$ cat config.mk
export PLATFORM = sky130hd
export DESIGN_NAME = keypad_scan_ctrl_flat
export DESIGN_NICKNAME = d
export VERILOG_FILES = /design/src/rtl/keypad_if.sv /design/src/rtl/keypad_scan_ctrl.sv /design/src/flat_wrapper.sv
export SDC_FILE = /design/constraint.sdc
export NUM_CORES = 1
export LEC_CHECK = 0
export ABC_AREA = 1
export CAP_MARGIN = 20
export CORE_MARGIN = 10
export CORE_UTILIZATION = 45
export DETAILED_ROUTE_END_ITERATION = 7
export GPL_TIMING_DRIVEN = 0
export PLACE_DENSITY = 0.63
export SLEW_MARGIN = 10
export SYNTH_ARGS = -nofsm -noshare
export SYNTH_HDL_FRONTEND = slang
export SYNTH_SLANG_ARGS = --single-unit
$ cat constraint.sdc
create_clock -name clk -period 2.45 [get_ports clk]
set_input_delay 0.49 -clock clk [delete_from_list [all_inputs] [get_ports clk]]
set_output_delay 0.49 -clock clk [all_outputs]
set_load 0.05 [all_outputs]
$ cat src/rtl/keypad_if.sv
// Keypad matrix and MCU handshake bundle for keypad_scan_ctrl.
// The controller uses the slave modport; the MCU/keypad side uses master.
interface keypad_if;
  logic [2:0] COLS;
  logic [3:0] ROWS;
  logic [7:0] KEY_CODE;
  logic       KEY_VALID;
  logic       KEY_ACK;
  logic       KEY_INTR;
  logic       OVERRUN;

  modport master (
    output COLS,
    output KEY_ACK,
    input  ROWS,
    input  KEY_CODE,
    input  KEY_VALID,
    input  KEY_INTR,
    input  OVERRUN
  );

  modport slave (
    input  COLS,
    input  KEY_ACK,
    output ROWS,
    output KEY_CODE,
    output KEY_VALID,
    output KEY_INTR,
    output OVERRUN
  );
endinterface

$ cat src/rtl/keypad_scan_ctrl.sv
// 4x3 keypad scanner: row sequencing, press/release debounce, and a single
// latched key code per press handed to the MCU via valid/ack plus an interrupt pulse.
module keypad_scan_ctrl #(
  parameter int unsigned CLK_DIV        = 8333,
  parameter int unsigned DEBOUNCE_TICKS = 4
) (
  input  logic    clk,
  input  logic    rst_n,
  keypad_if.slave kp
);

  localparam int unsigned DivW = $clog2(CLK_DIV);
  localparam int unsigned CntW = $clog2(DEBOUNCE_TICKS + 1);
  localparam logic [DivW-1:0] DivMax  = DivW'(CLK_DIV - 1);
  localparam logic [CntW-1:0] DebLast = CntW'(DEBOUNCE_TICKS - 1);

  localparam logic [1:0] StScan     = 2'd0;
  localparam logic [1:0] StDebounce = 2'd1;
  localparam logic [1:0] StHeld     = 2'd2;

  logic [2:0]      cols_meta_q, cols_sync_q;
  logic [DivW-1:0] div_q, div_d;
  logic [1:0]      row_q, row_d;
  logic [1:0]      state_q, state_d;
  logic [CntW-1:0] cnt_q, cnt_d;
  logic [7:0]      cand_code_q, cand_code_d;
  logic [2:0]      cand_cols_q, cand_cols_d;
  logic [7:0]      key_code_q, key_code_d;
  logic            key_valid_q, key_valid_d;
  logic            key_intr_q, key_intr_d;
  logic            overrun_q, overrun_d;

  logic       tick;
  logic       latch;
  logic       dec_valid;
  logic [1:0] col_idx;
  logic [7:0] dec_code;

  assign tick = (div_q == DivMax);

  always_comb begin
    div_d = tick ? '0 : div_q + 1'b1;
  end

  // Only a single set column bit is a key; 000 and multi-bit patterns are ignored.
  always_comb begin
    dec_valid = 1'b1;
    col_idx   = 2'd0;
    case (cols_sync_q)
      3'b001:  col_idx = 2'd0;
      3'b010:  col_idx = 2'd1;
      3'b100:  col_idx = 2'd2;
      default: dec_valid = 1'b0;
    endcase
    if (row_q == 2'd3) begin
      case (col_idx)
        2'd0:    dec_code = 8'h0A;
        2'd1:    dec_code = 8'h00;
        default: dec_code = 8'h0B;
      endcase
    end else begin
      dec_code = ({6'd0, row_q} * 8'd3) + {6'd0, col_idx} + 8'd1;
    end
  end

  always_comb begin
    state_d     = state_q;
    row_d       = row_q;
    cnt_d       = cnt_q;
    cand_code_d = cand_code_q;
    cand_cols_d = cand_cols_q;
    latch       = 1'b0;
    if (tick) begin
      unique case (state_q)
        StScan: begin
          if (dec_valid) begin
            cand_code_d = dec_code;
            cand_cols_d = cols_sync_q;
            cnt_d       = '0;
            state_d     = StDebounce;
          end else begin
            row_d = row_q + 2'd1;
          end
        end
        StDebounce: begin
          if (cols_sync_q == cand_cols_q) begin
            if (cnt_q == DebLast) begin
              latch   = 1'b1;
              cnt_d   = '0;
              state_d = StHeld;
            end else begin
              cnt_d = cnt_q + 1'b1;
            end
          end else begin
            cnt_d   = '0;
            row_d   = row_q + 2'd1;
            state_d = StScan;
          end
        end
        StHeld: begin
          // Release needs DEBOUNCE_TICKS consecutive all-zero samples.
          if (cols_sync_q == 3'b000) begin
            if (cnt_q == DebLast) begin
              cnt_d   = '0;
              row_d   = row_q + 2'd1;
              state_d = StScan;
            end else begin
              cnt_d = cnt_q + 1'b1;
            end
          end else begin
            cnt_d = '0;
          end
        end
        default: begin
          cnt_d   = '0;
          state_d = StScan;
        end
      endcase
    end
  end

  // A latch in the same cycle as an ack wins; the ack only consumes the old code.
  always_comb begin
    key_code_d  = key_code_q;
    key_valid_d = key_valid_q;
    overrun_d   = overrun_q;
    key_intr_d  = latch;
    if (latch) begin
      key_code_d  = cand_code_q;
      key_valid_d = 1'b1;
      if (kp.KEY_ACK) begin
        overrun_d = 1'b0;
      end else if (key_valid_q) begin
        overrun_d = 1'b1;
      end
    end else if (kp.KEY_ACK && key_valid_q) begin
      key_valid_d = 1'b0;
      overrun_d   = 1'b0;
    end
  end

  always_ff @(posedge clk) begin
    if (!rst_n) begin
      cols_meta_q <= 3'b000;
      cols_sync_q <= 3'b000;
      div_q       <= '0;
      row_q       <= 2'd0;
      state_q     <= StScan;
      cnt_q       <= '0;
      cand_code_q <= 8'hFF;
      cand_cols_q <= 3'b000;
      key_code_q  <= 8'hFF;
      key_valid_q <= 1'b0;
      key_intr_q  <= 1'b0;
      overrun_q   <= 1'b0;
    end else begin
      cols_meta_q <= kp.COLS;
      cols_sync_q <= cols_meta_q;
      div_q       <= div_d;
      row_q       <= row_d;
      state_q     <= state_d;
      cnt_q       <= cnt_d;
      cand_code_q <= cand_code_d;
      cand_cols_q <= cand_cols_d;
      key_code_q  <= key_code_d;
      key_valid_q <= key_valid_d;
      key_intr_q  <= key_intr_d;
      overrun_q   <= overrun_d;
    end
  end

  assign kp.ROWS      = 4'b0001 << row_q;
  assign kp.KEY_CODE  = key_code_q;
  assign kp.KEY_VALID = key_valid_q;
  assign kp.KEY_INTR  = key_intr_q;
  assign kp.OVERRUN   = overrun_q;

endmodule

$ cat src/flat_wrapper.sv
// flat-port wrapper written by rule: the top's interface ports become plain ports
module keypad_scan_ctrl_flat 
#(
  parameter int unsigned CLK_DIV        = 8333,
  parameter int unsigned DEBOUNCE_TICKS = 4
)
  (clk, rst_n, kp_COLS, kp_KEY_ACK, kp_ROWS, kp_KEY_CODE, kp_KEY_VALID, kp_KEY_INTR, kp_OVERRUN);
  keypad_if kp_i ();
  input  logic clk;
  input  logic rst_n;
  input wire logic [$bits(kp_i.COLS)-1:0] kp_COLS;
  input wire logic [$bits(kp_i.KEY_ACK)-1:0] kp_KEY_ACK;
  output wire logic [$bits(kp_i.ROWS)-1:0] kp_ROWS;
  output wire logic [$bits(kp_i.KEY_CODE)-1:0] kp_KEY_CODE;
  output wire logic [$bits(kp_i.KEY_VALID)-1:0] kp_KEY_VALID;
  output wire logic [$bits(kp_i.KEY_INTR)-1:0] kp_KEY_INTR;
  output wire logic [$bits(kp_i.OVERRUN)-1:0] kp_OVERRUN;
  assign kp_i.COLS = kp_COLS;
  assign kp_i.KEY_ACK = kp_KEY_ACK;
  assign kp_ROWS = kp_i.ROWS;
  assign kp_KEY_CODE = kp_i.KEY_CODE;
  assign kp_KEY_VALID = kp_i.KEY_VALID;
  assign kp_KEY_INTR = kp_i.KEY_INTR;
  assign kp_OVERRUN = kp_i.OVERRUN;
  keypad_scan_ctrl #(.CLK_DIV(CLK_DIV), .DEBOUNCE_TICKS(DEBOUNCE_TICKS)) u_core (.clk(clk), .rst_n(rst_n), .kp(kp_i));
endmodule
==> impl_results.html, run 1 <==
<table>
<tr><th>Metric</th><th>Value</th></tr>
<tr><th colspan="2">Global route</th></tr>
<tr><td>First-pass GRT wire length</td><td>approximately 7600 um</td></tr>
<tr><td>Number of global-route vias before repair</td><td>between 1500 and 2000</td></tr>
<tr><td>Remaining global-route overflow</td><td>0</td></tr>
<tr><td>Pin count of the biggest net entering global routing</td><td>16</td></tr>
<tr><td>GRT Resource Usage Total</td><td>10.9%</td></tr>
<tr><td>Number of antenna violations at the first check in global routing</td><td>0</td></tr>
<tr><th colspan="2">Power</th></tr>
<tr><td>Pwr dens</td><td>~470 nW/um^2</td></tr>
<tr><td>Share of total power in sequential cells</td><td>58.4%</td></tr>
<tr><td>Static leakage power</td><td>1.29 nW</td></tr>
<tr><td>Final Total Pwr</td><td>0.00128 W</td></tr>
<tr><td>Power share of the clock group</td><td>36.0%</td></tr>
<tr><td>Switching component of the power</td><td>0.000308 W</td></tr>
<tr><td>Peak supply drop</td><td>around 0.36 mV</td></tr>
<tr><td>Switching Fraction</td><td>between 20 and 25%</td></tr>
<tr><td>Internal</td><td>0.000970 W</td></tr>
<tr><td>Combinational group share of total power</td><td>5.6%</td></tr>
<tr><th colspan="2">Worst setup path</th></tr>
<tr><td>Crit start category</td><td>flop</td></tr>
<tr><td>Launch point of the worst reg-to-reg path</td><td>u_core.cols_sync_q[1]</td></tr>
<tr><td>Largest fanout on the critical path</td><td>2</td></tr>
<tr><td>Arrival @ worst endpoint</td><td>2.51 ns</td></tr>
<tr><td>Critical Path RT</td><td>2.62 ns</td></tr>
<tr><td>Element type at the critical path end</td><td>flop</td></tr>
<tr><td>Cell with the biggest individual delay on the critical path</td><td>fa_1</td></tr>
<tr><td>Maximum single-stage delay on the critical path</td><td>0.54 ns</td></tr>
<tr><td>Crit path cell chain</td><td>nor2_4, nand2_2, fa_1, inv_1, ha_2, fa_1, nand3_2, o21ai_1, o21ai_1, nand2_1, nand3_1</td></tr>
<tr><td>Worst r2r dst</td><td>u_core.cand_code_q[3]</td></tr>
<tr><td>R2r worst-path depth</td><td>11</td></tr>
<tr><td>Type of the setup path with the least slack</td><td>flop to flop</td></tr>
<tr><td>Register-to-register path setup slack</td><td>0.10 ns</td></tr>
<tr><th colspan="2">Routing</th></tr>
<tr><td>Via count</td><td>1823</td></tr>
<tr><td>Starting DRC count in detailed routing</td><td>62</td></tr>
<tr><td>Count of antenna-violating nets left after detailed routing</td><td>0</td></tr>
<tr><td>Drt drc</td><td>0</td></tr>
<tr><td>Number of optimization iterations in the first detailed-route pass</td><td>4</td></tr>
<tr><td>Number of vias per cell</td><td>4.56</td></tr>
<tr><td>Detailed-route wire length</td><td>4360 um</td></tr>
<tr><td>DR WL/cell</td><td>10.9 um</td></tr>
<tr><th colspan="2">Logic synthesis</th></tr>
<tr><td>Net count after synthesis</td><td>~320</td></tr>
<tr><td>Synth Instances</td><td>301</td></tr>
<tr><td>Sequential fraction of the synthesis area</td><td>39.5%</td></tr>
<tr><td>Most common cell in the synthesized netlist</td><td>nand2_1</td></tr>
<tr><td>Commonest cells post-synth</td><td>nand2_1, dfxtp_1, inv_1</td></tr>
<tr><td>Yosys warning total</td><td>0</td></tr>
<tr><td>Main synth FF type</td><td>dfxtp_1</td></tr>
<tr><td>Synth Register Bits</td><td>45</td></tr>
<tr><td>Async S/R FF share, synth</td><td>0%</td></tr>
<tr><td>EDFF count, synth</td><td>0</td></tr>
<tr><td>Largest area contributor in the netlist</td><td>dfxtp_1</td></tr>
<tr><td>Share of Yosys cell area claimed by the top area cell type</td><td>39.5%</td></tr>
<tr><td>Netlist Area Pre-Place</td><td>2280 sq um</td></tr>
<tr><td>Count of different cell masters after synthesis</td><td>32</td></tr>
<tr><td>Mapped Avg Cell Area</td><td>7.57 sq um</td></tr>
<tr><td>Ranking of synthesized cells by area</td><td>dfxtp_1, nand2_1, ha_1</td></tr>
<tr><th colspan="2">Die</th></tr>
<tr><td>Die extent in y</td><td>91.2 um</td></tr>
<tr><td>Top-level I/O count</td><td>21</td></tr>
<tr><td>Starting Density</td><td>47.3%</td></tr>
<tr><td>DIE AREA</td><td>8310 sq um</td></tr>
<tr><td>Core ar.</td><td>4820 sq um</td></tr>
<tr><td>Number of core rows</td><td>25</td></tr>
<tr><td>Width of the die</td><td>91.2 um</td></tr>
<tr><th colspan="2">Timing</th></tr>
<tr><td>Peak clock frequency supported by timing</td><td>426 MHz</td></tr>
<tr><td>Endpoints failing setup</td><td>0</td></tr>
<tr><td>Final worst setup slack</td><td>0.105 ns</td></tr>
<tr><td>Max Slew Vio Count</td><td>0</td></tr>
<tr><td>Period utilization</td><td>95.7%</td></tr>
<tr><td>Transition time of the tightest slew-check pin</td><td>0.560 ns</td></tr>
<tr><td>Max-Slew Margin vs Limit</td><td>a little over three fifths</td></tr>
<tr><td>Final critical path time including I/O delays and setup</td><td>2.35 ns</td></tr>
<tr><td>Unrepaired setup endpoints after global routing</td><td>true</td></tr>
<tr><td>Summed negative setup slack over all endpoints</td><td>0 ns</td></tr>
<tr><td>Count of endpoints failing hold in the final timing report</td><td>0</td></tr>
<tr><td>Worst Skew</td><td>0.00479 ns</td></tr>
<tr><th colspan="2">Placement</th></tr>
<tr><td>Number of buffers added on ports</td><td>20</td></tr>
<tr><td>Post-detail-place hpwl</td><td>approximately 3300 um</td></tr>
<tr><td>RD Place Congestion</td><td>0.813</td></tr>
<tr><td>Minimum setup slack after placement</td><td>-0.183 ns</td></tr>
<tr><th colspan="2">Clock tree</th></tr>
<tr><td>Maximum clock path buffer count</td><td>2</td></tr>
<tr><td>CTS clock-pin slew for the worst setup and hold paths</td><td>0.09 ns</td></tr>
<tr><td>Clock Latency Late Sink</td><td>around 0.3 ns</td></tr>
<tr><td>H-tree depth</td><td>2</td></tr>
<tr><td>Clock tree root buffer cell</td><td>clkbuf_8</td></tr>
<tr><td>Clock sink count</td><td>45</td></tr>
<tr><td>Number of buffers created by CTS</td><td>5</td></tr>
<tr><td>Clock tree from TritonCTS</td><td>yes</td></tr>
<tr><th colspan="2">Worst hold path</th></tr>
<tr><td>End point of the most critical hold path</td><td>u_core.cols_sync_q[0]</td></tr>
<tr><td>Number of cells on the worst hold path</td><td>2</td></tr>
<tr><td>Hold path startpoint</td><td>u_core.cols_meta_q[0]</td></tr>
<tr><td>HP Class</td><td>flop to flop</td></tr>
<tr><th colspan="2">Final layout</th></tr>
<tr><td># nets final</td><td>354</td></tr>
<tr><td>Proportion of layout cells with a drive suffix above 1</td><td>between 15 and 20%</td></tr>
<tr><td>Total inserted antenna cells</td><td>0</td></tr>
<tr><td>Area delta synth-&gt;final</td><td>18.9%</td></tr>
<tr><td>Final core utilization</td><td>between 50% and 60%</td></tr>
<tr><th colspan="2">Outcome</th></tr>
<tr><td>Run status</td><td>completed</td></tr>
<tr><th colspan="2">Job</th></tr>
<tr><td>Number of maximum-capacitance constraint violations</td><td>0</td></tr>
</table>
## flip-flops by register name (all words and copies together), names as in the netlist
signal,flops
u_core.cols_meta_q,3
u_core.kp.KEY_INTR,1
u_core.row_q,2
u_core.div_q,14
u_core.kp.KEY_CODE,6
u_core.cand_cols_q,3
u_core.cand_code_q,6
u_core.kp.OVERRUN,1
u_core.kp.KEY_VALID,1
u_core.cols_sync_q,3
u_core.state_q,2
u_core.cnt_q,3
## cell families after synthesis
logic type      Yosys count  synth area share (%)
fa+ha+maj                16                  9.45
flops                    45                  39.5
compound gates           35                  9.39
simple gates            146                  30.1
xor+xnor                  5                  1.92
buf+inv                  54                  9.55
## power by group through the flow
stage	clock [W]	sequential [W]	combinational, W
2_1_floorplan	0	0.000762	0.0000470
6_report	0.000460	0.000746	0.0000719
3_3_place_gp	0	0.000763	0.0000670
4_1_cts	0.000478	0.000746	0.0000729
5_1_grt	0.000512	0.000747	0.0000828
3_5_place_dp	0	0.000763	0.0000679
## cell type report
class / count / area (sq um)
inverter: 48 / 183
tap: 67 / 83.8
clock inverter: 3 / 22.5
fill: 482 / 2110
clock buffer: 5 / 68.8
buffer: 6 / 35.0
multi-input combinational: 202 / 1180
sequential: 45 / 908
timing repair buffer: 24 / 230
## what timing repair did
action,in CTS,in global routing
buffers inserted,4,0
resized for setup,8,5
setup endpoints to repair,2,4
hold buffers,0,0
pin swaps,2,3
## layer usage
metal | vias to the layer above | GRT usage (%) | wire length, um
li1 | 1018 | - | -
met1 | 780 | 14.3 | 2360
met2 | 18 | 16.5 | 1800
met3 | 7 | 3.46 | 159
met4 | 0 | 3.92 | 42
met5 | - | 0 | 0
## critical path: cells and delay by family, from the launching register on
family | cells | cell delay, ns
DFF | 1 | 0.36
AOI/OAI and AO/OA | 2 | 0.21
adders and majority gates | 3 | 1.20
and+or+nand+nor | 5 | 0.41
buffers and inverters | 1 | 0.04
## worst max-delay path by stage
stage          slack [ns]               endpoint                  start
6_report             0.10  u_core.cand_code_q[3]  u_core.cols_sync_q[1]
5_1_grt             -0.01  u_core.cand_code_q[3]  u_core.cols_sync_q[1]
4_1_cts              0.02  u_core.cand_code_q[3]  u_core.cols_sync_q[1]
3_5_place_dp        -0.18  u_core.cand_code_q[3]  u_core.cols_sync_q[0]
3_3_place_gp        -0.19  u_core.cand_code_q[3]  u_core.cols_sync_q[0]
2_1_floorplan        0.02  u_core.cand_code_q[3]  u_core.cols_sync_q[0]
## through the flow
stage / hold slack (ns) / instance area (sq um) / cells
global route: 0.434 / 2710 / 400
floorplan: 0.390 / 2280 / 301
finish: 0.413 / 2710 / 400
global placement: 0.396 / 2560 / 388
CTS: 0.415 / 2700 / 400
detailed placement: 0.400 / 2560 / 388
## placed cells by master, fill, tap and decap left out, drive strengths merged, types with 4 or more instances in the layout
cell            n
nand4           4
clkdlybuf4s50  20
nand2          69
o21ai          12
xnor2           4
o211ai          4
nor3            6
nand3          26
a21oi          14
nor2           37
dfxtp          45
clkbuf          6
buf             9
inv            48
ha             14
(Power assumes the default switching activity.)
==> inputs of run 2 (changes only) <==
Settings changed: PLACE_DENSITY 0.63 to 0.61.
Clock period 2.45 ns to 2.4 ns, I/O delays scaled along.
==> impl_results.html, run 2 (synthesis results as in run 1) <==
<table>
<tr><th>Metric</th><th>Value</th></tr>
<tr><th colspan="2">Timing</th></tr>
<tr><td>Count of endpoints failing hold in the final timing report</td><td>0</td></tr>
<tr><td>Period utilization</td><td>between 90% and 100%</td></tr>
<tr><td>Transition time of the tightest slew-check pin</td><td>between 0.5 and 0.6 ns</td></tr>
<tr><td>Endpoints failing setup</td><td>0</td></tr>
<tr><td>Unrepaired setup endpoints after global routing</td><td>true</td></tr>
<tr><td>Max Slew Vio Count</td><td>0</td></tr>
<tr><td>Max-Slew Margin vs Limit</td><td>62.0%</td></tr>
<tr><td>Final critical path time including I/O delays and setup</td><td>2.35 ns</td></tr>
<tr><td>Peak clock frequency supported by timing</td><td>between 400 and 500 MHz</td></tr>
<tr><td>Worst Skew</td><td>between 0.006 and 0.007 ns</td></tr>
<tr><th colspan="2">Clock tree</th></tr>
<tr><td>Number of buffers created by CTS</td><td>5</td></tr>
<tr><td>CTS clock-pin slew for the worst setup and hold paths</td><td>about 0.090 ns</td></tr>
<tr><td>Clock Latency Late Sink</td><td>0.30 ns</td></tr>
<tr><td>Clock sink count</td><td>45</td></tr>
<tr><td>Clock tree from TritonCTS</td><td>yes</td></tr>
<tr><td>Maximum clock path buffer count</td><td>2</td></tr>
<tr><td>H-tree depth</td><td>2</td></tr>
<tr><td>Clock tree root buffer cell</td><td>clkbuf_8</td></tr>
<tr><th colspan="2">Outcome</th></tr>
<tr><td>Run status</td><td>completed</td></tr>
<tr><th colspan="2">Die</th></tr>
<tr><td>Top-level I/O count</td><td>21</td></tr>
<tr><td>Width of the die</td><td>91.2 um</td></tr>
<tr><td>DIE AREA</td><td>8310 sq um</td></tr>
<tr><td>Core ar.</td><td>4820 sq um</td></tr>
<tr><td>Die extent in y</td><td>91.2 um</td></tr>
<tr><td>Number of core rows</td><td>25</td></tr>
<tr><td>Starting Density</td><td>47.3%</td></tr>
<tr><th colspan="2">Worst setup path</th></tr>
<tr><td>Element type at the critical path end</td><td>flop</td></tr>
<tr><td>Critical Path RT</td><td>between 2 and 3 ns</td></tr>
<tr><td>Arrival @ worst endpoint</td><td>2.52 ns</td></tr>
<tr><td>Largest fanout on the critical path</td><td>2</td></tr>
<tr><td>Crit start category</td><td>flop</td></tr>
<tr><td>Type of the setup path with the least slack</td><td>flop to flop</td></tr>
<tr><th colspan="2">Job</th></tr>
<tr><td>Number of maximum-capacitance constraint violations</td><td>0</td></tr>
<tr><th colspan="2">Routing</th></tr>
<tr><td>Starting DRC count in detailed routing</td><td>123</td></tr>
<tr><td>DR WL/cell</td><td>11.0 um</td></tr>
<tr><td>Drt drc</td><td>0</td></tr>
<tr><td>Count of antenna-violating nets left after detailed routing</td><td>0</td></tr>
<tr><td>Via count</td><td>1873</td></tr>
<tr><td>Number of optimization iterations in the first detailed-route pass</td><td>4</td></tr>
<tr><td>Detailed-route wire length</td><td>4400 um</td></tr>
<tr><td>Number of vias per cell</td><td>~4.7</td></tr>
<tr><th colspan="2">Final layout</th></tr>
<tr><td>Number of filler cells placed in the layout</td><td>between 400 and 500</td></tr>
<tr><td>Area delta synth-&gt;final</td><td>19.1%</td></tr>
<tr><td>Most common cell after layout, fill and taps aside</td><td>nand2_1</td></tr>
<tr><td># nets final</td><td>354</td></tr>
<tr><td>Proportion of layout cells with a drive suffix above 1</td><td>around 15%</td></tr>
<tr><td>Total inserted antenna cells</td><td>0</td></tr>
<tr><td>Largest reg by FF count</td><td>u_core.div_q</td></tr>
<tr><td>Final design instance area without fill</td><td>roughly 2700 sq um</td></tr>
<tr><td>Top library cells by usage in the layout, fill and taps aside</td><td>nand2_1, inv_1, dfxtp_1</td></tr>
<tr><td>Max reg flops</td><td>14</td></tr>
<tr><td>Final core utilization</td><td>56.3%</td></tr>
<tr><th colspan="2">Power</th></tr>
<tr><td>Peak supply drop</td><td>0.412 mV</td></tr>
<tr><td>Static leakage power</td><td>approximately 1.3 nW</td></tr>
<tr><td>Share of total power in sequential cells</td><td>approximately 58%</td></tr>
<tr><td>Switching component of the power</td><td>0.000326 W</td></tr>
<tr><td>Switching Fraction</td><td>24.7%</td></tr>
<tr><td>Combinational group share of total power</td><td>5.6%</td></tr>
<tr><td>Pwr dens</td><td>slightly below 500 nW/um^2</td></tr>
<tr><td>Power share of the clock group</td><td>36.8%</td></tr>
<tr><td>Internal</td><td>0.000995 W</td></tr>
<tr><th colspan="2">Placement</th></tr>
<tr><td>Placement Cell Area</td><td>2570 sq um</td></tr>
<tr><td>RD Place Congestion</td><td>0.817</td></tr>
<tr><td>Number of buffers added on ports</td><td>20</td></tr>
<tr><td>Post-detail-place hpwl</td><td>around 3400 um</td></tr>
<tr><th colspan="2">Worst hold path</th></tr>
<tr><td>HP Class</td><td>flop to flop</td></tr>
<tr><th colspan="2">Global route</th></tr>
<tr><td>First-pass GRT wire length</td><td>roughly 8000 um</td></tr>
<tr><td>GRT Resource Usage Total</td><td>a little under an eighth</td></tr>
<tr><td>Remaining global-route overflow</td><td>0</td></tr>
<tr><td>Pin count of the biggest net entering global routing</td><td>17</td></tr>
<tr><td>Number of antenna violations at the first check in global routing</td><td>0</td></tr>
<tr><td>Number of global-route vias before repair</td><td>roughly 1700</td></tr>
</table>
## run 2: power by group through the flow
stage,registers [W],clock network (W),logic (W)
final,0.000761,0.000485,0.0000741
after global routing,0.000763,0.000538,0.0000859
after CTS,0.000761,0.000503,0.0000749
after detailed placement,0.000780,0,0.0000706
after global placement,0.000780,0,0.0000691
after floorplan,0.000778,0,0.0000484
## run 2: final timing paths
check,startpoint,slack [ns],to,depth (start not counted)
setup reg to reg,u_core.cols_sync_q[0],0.05,u_core.cand_code_q[3],11
hold reg to reg,u_core.cols_meta_q[0],0.41,u_core.cols_sync_q[0],2
hold / removal,u_core.cols_meta_q[0],0.41,u_core.cols_sync_q[0],2
setup / recovery,u_core.cols_sync_q[0],0.05,u_core.cand_code_q[3],11
## run 2: worst max-delay path, cell delays in order, from the launching register on
cell and delay [ns]:
dfxtp_4 0.37, nor2_4 0.11, nand2_2 0.07, fa_1 0.48, inv_1 0.04, ha_2 0.18
fa_1 0.58, nand3_2 0.09, o21ai_2 0.12, o21ai_1 0.06, nand2_1 0.06, nand3_1 0.07
## run 2: stage by stage
step	total power (W)	instances	hold WS, ns	setup WS, ns	setup TNS, ns
floorplan	0.000827	301	0.390	0.0135	0
global placement	0.000849	388	0.397	-0.154	-0.154
detailed placement	0.000850	388	0.398	-0.177	-0.182
CTS	0.00134	400	0.419	0.0433	0
global route	0.00139	400	0.441	-0.115	-0.232
finish	0.00132	400	0.408	0.0474	0
## run 2: metal layers
metal	vias to the layer above	global-route usage (%)	part of all wire (%)
li1	1013	-	-
met1	827	15.9	54
met2	28	15.9	40
met3	5	3.54	5.1
met4	0	3.52	1.0
met5	-	0	0
## run 2: cell type report
type | instances | area (sq um) | area share [%]
tap | 67 | 83.8 | 3.09
multi-input combinational | 202 | 1180 | 43.5
clock inverter | 3 | 25.0 | 0.923
inverter | 48 | 183 | 6.73
sequential | 45 | 908 | 33.5
buffer | 6 | 35.0 | 1.29
timing repair buffer | 24 | 230 | 8.49
clock buffer | 5 | 68.8 | 2.54
## run 2: what timing repair did
item                                    in CTS  in global routing
gates resized for setup                      6                  3
setup buffers                                4                  0
cloned                                       0                  0
endpoints found under the setup margin       2                  2
pin swaps                                    5                  2
hold buffers                                 0                  0
==> inputs of run 3 (changes only) <==
Settings changed: CAP_MARGIN 20 to default, MAX_ROUTING_LAYER from default to met4.
==> impl_results.html, run 3 (synthesis results as in run 1) <==
<table>
<tr><th>Metric</th><th>Value</th></tr>
<tr><th colspan="2">Routing</th></tr>
<tr><td>Via count</td><td>1861</td></tr>
<tr><td>Drt drc</td><td>0</td></tr>
<tr><td>Starting DRC count in detailed routing</td><td>124</td></tr>
<tr><td>Number of vias per cell</td><td>4.65</td></tr>
<tr><td>DR WL/cell</td><td>between 10 and 15 um</td></tr>
<tr><td>Detailed-route wire length</td><td>4420 um</td></tr>
<tr><td>Count of antenna-violating nets left after detailed routing</td><td>0</td></tr>
<tr><td>Number of optimization iterations in the first detailed-route pass</td><td>4</td></tr>
<tr><th colspan="2">Final layout</th></tr>
<tr><td>Most common cell after layout, fill and taps aside</td><td>nand2_1</td></tr>
<tr><td>Non-Filler Instances</td><td>400</td></tr>
<tr><td>Number of filler cells placed in the layout</td><td>around 480</td></tr>
<tr><td>Final core utilization</td><td>56.3%</td></tr>
<tr><td>Area delta synth-&gt;final</td><td>19.1%</td></tr>
<tr><td>Largest reg by FF count</td><td>u_core.div_q</td></tr>
<tr><td># nets final</td><td>about 350</td></tr>
<tr><td>Register cell area after layout</td><td>between 900 and 1000 sq um</td></tr>
<tr><td>Top library cells by usage in the layout, fill and taps aside</td><td>nand2_1, inv_1, dfxtp_1</td></tr>
<tr><td>Proportion of layout cells with a drive suffix above 1</td><td>15.0%</td></tr>
<tr><td>Max reg flops</td><td>14</td></tr>
<tr><td>Total inserted antenna cells</td><td>0</td></tr>
<tr><td>Area used by multi-input combinational logic</td><td>1180 sq um</td></tr>
<tr><th colspan="2">Timing</th></tr>
<tr><td>Period utilization</td><td>98.2%</td></tr>
<tr><td>Max-Slew Margin vs Limit</td><td>62.2%</td></tr>
<tr><td>Worst Skew</td><td>about 0.0054 ns</td></tr>
<tr><td>Unrepaired setup endpoints after global routing</td><td>true</td></tr>
<tr><td>Count of endpoints failing hold in the final timing report</td><td>0</td></tr>
<tr><td>Max Slew Vio Count</td><td>0</td></tr>
<tr><td>Final critical path time including I/O delays and setup</td><td>2.36 ns</td></tr>
<tr><td>Endpoints failing setup</td><td>0</td></tr>
<tr><td>Transition time of the tightest slew-check pin</td><td>roughly 0.57 ns</td></tr>
<tr><td>Peak clock frequency supported by timing</td><td>424 MHz</td></tr>
<tr><th colspan="2">Clock tree</th></tr>
<tr><td>Maximum clock path buffer count</td><td>2</td></tr>
<tr><td>H-tree depth</td><td>2</td></tr>
<tr><td>Clock tree root buffer cell</td><td>clkbuf_8</td></tr>
<tr><td>Clock tree from TritonCTS</td><td>yes</td></tr>
<tr><td>Clock Latency Late Sink</td><td>0.30 ns</td></tr>
<tr><td>Number of buffers created by CTS</td><td>5</td></tr>
<tr><td>CTS clock-pin slew for the worst setup and hold paths</td><td>0.09 ns</td></tr>
<tr><td>Clock sink count</td><td>45</td></tr>
<tr><th colspan="2">Power</th></tr>
<tr><td>Static leakage power</td><td>1.29 nW</td></tr>
<tr><td>Pwr dens</td><td>roughly 490 nW/um^2</td></tr>
<tr><td>Peak supply drop</td><td>0.418 mV</td></tr>
<tr><td>Final Total Pwr</td><td>0.00132 W</td></tr>
<tr><th colspan="2">Die</th></tr>
<tr><td>Number of core rows</td><td>25</td></tr>
<tr><td>Starting Density</td><td>47.3%</td></tr>
<tr><td>DIE AREA</td><td>8310 sq um</td></tr>
<tr><td>Die extent in y</td><td>91.2 um</td></tr>
<tr><td>Top-level I/O count</td><td>21</td></tr>
<tr><td>Width of the die</td><td>91.2 um</td></tr>
<tr><td>Core ar.</td><td>between 4000 and 5000 sq um</td></tr>
<tr><th colspan="2">Global route</th></tr>
<tr><td>Number of antenna violations at the first check in global routing</td><td>0</td></tr>
<tr><td>GR Util met3</td><td>about 3.3%</td></tr>
<tr><td>GRT Resource Usage Total</td><td>11.6%</td></tr>
<tr><td>Number of global-route vias before repair</td><td>1721</td></tr>
<tr><td>Remaining global-route overflow</td><td>0</td></tr>
<tr><td>Pin count of the biggest net entering global routing</td><td>17</td></tr>
<tr><td>Met1 track demand over resource in global routing</td><td>16.1%</td></tr>
<tr><td>First-pass GRT wire length</td><td>around 8000 um</td></tr>
<tr><td>M2 GR Usage</td><td>between 10% and 20%</td></tr>
<tr><td>Layer carrying the most global-route usage</td><td>met1</td></tr>
<tr><th colspan="2">Worst setup path</th></tr>
<tr><td>Crit path cell chain</td><td>nor2_4, nand2_2, fa_1, inv_1, ha_2, fa_1, nand3_2, o21ai_2, o21ai_1, nand2_1, nand3_1</td></tr>
<tr><td>Arrival @ worst endpoint</td><td>between 2 and 3 ns</td></tr>
<tr><td>Cell type with the highest occurrence count on the critical path</td><td>fa_1</td></tr>
<tr><td>Largest fanout on the critical path</td><td>2</td></tr>
<tr><td>Crit start category</td><td>flop</td></tr>
<tr><td>Element type at the critical path end</td><td>flop</td></tr>
<tr><td>Maximum single-stage delay on the critical path</td><td>approximately 0.58 ns</td></tr>
<tr><td>Critical Path RT</td><td>2.57 ns</td></tr>
<tr><td>Type of the setup path with the least slack</td><td>flop to flop</td></tr>
<tr><td>Cell with the biggest individual delay on the critical path</td><td>fa_1</td></tr>
<tr><th colspan="2">Outcome</th></tr>
<tr><td>Run status</td><td>completed</td></tr>
<tr><th colspan="2">Placement</th></tr>
<tr><td>RD Place Congestion</td><td>0.829</td></tr>
<tr><td>Placed Cells incl. Taps</td><td>388</td></tr>
<tr><td>Number of buffers added on ports</td><td>20</td></tr>
<tr><td>Post-detail-place hpwl</td><td>3400 um</td></tr>
<tr><th colspan="2">Job</th></tr>
<tr><td>Number of maximum-capacitance constraint violations</td><td>0</td></tr>
<tr><th colspan="2">Worst hold path</th></tr>
<tr><td>HP Class</td><td>flop to flop</td></tr>
</table>
[run 3: cell counts in the layout (fill, tap and decap cells not counted)]
Identical to the previous run, type by type.
[run 3: final cells by class]
class                   count  share of cell area, %
multi-input cells         202                   43.5
flip-flops and latches     45                   33.5
repair buffers             24                   8.49
inverters                  48                   6.73
well taps                  67                   3.09
clock buffers               5                   2.54
plain buffers               6                   1.29
clock inverters             3                  0.923
[run 3: worst max-delay path: cells and delay by family (launching register included)]
kind | cells | cell delay, ns
compound gates | 2 | 0.18
fa+ha+maj | 3 | 1.24
buf+inv | 1 | 0.04
flops | 1 | 0.37
simple gates | 5 | 0.40
[run 3: where the power goes]
group	total (W)	switching [W]	internal (W)	leakage [nW]
registers	0.000761	0.00000693	0.000754	0.367
logic	0.0000741	0.0000444	0.0000297	0.880
clock network	0.000487	0.000277	0.000210	0.0447
[run 3: worst paths after layout]
check	cells past startpoint	slack [ns]	startpoint	end
worst max-delay path	11	0.04	u_core.cols_sync_q[0]	u_core.cand_code_q[3]
worst min-delay path	2	0.41	u_core.cols_meta_q[0]	u_core.cols_sync_q[0]
worst max register to register	11	0.04	u_core.cols_sync_q[0]	u_core.cand_code_q[3]
worst min register to register	2	0.41	u_core.cols_meta_q[0]	u_core.cols_sync_q[0]
[run 3: repair_timing]
item                                    CTS  global route
endpoints found under the setup margin    2             2
pin swaps                                 5             2
resized for setup                         6             3
hold buffers                              0             0
buffers inserted                          4             0
[run 3: through the flow]
stage,worst slack [ns],cell area [sq um],TNS (ns),hold WS (ns)
2_1_floorplan,0.0135,2290,0,0.390
3_3_place_gp,-0.154,2570,-0.154,0.397
3_5_place_dp,-0.177,2570,-0.182,0.398
4_1_cts,0.0433,2700,0,0.419
5_1_grt,-0.115,2710,-0.232,0.440
6_report,0.0433,2710,0,0.414
[run 3: routing by layer]
metal / vias to the layer above / part of all wire [%]
li1: 1011 / -
met1: 821 / 55
met2: 24 / 40
met3: 5 / 4.0
met4: 0 / 0.97
met5: - / 0
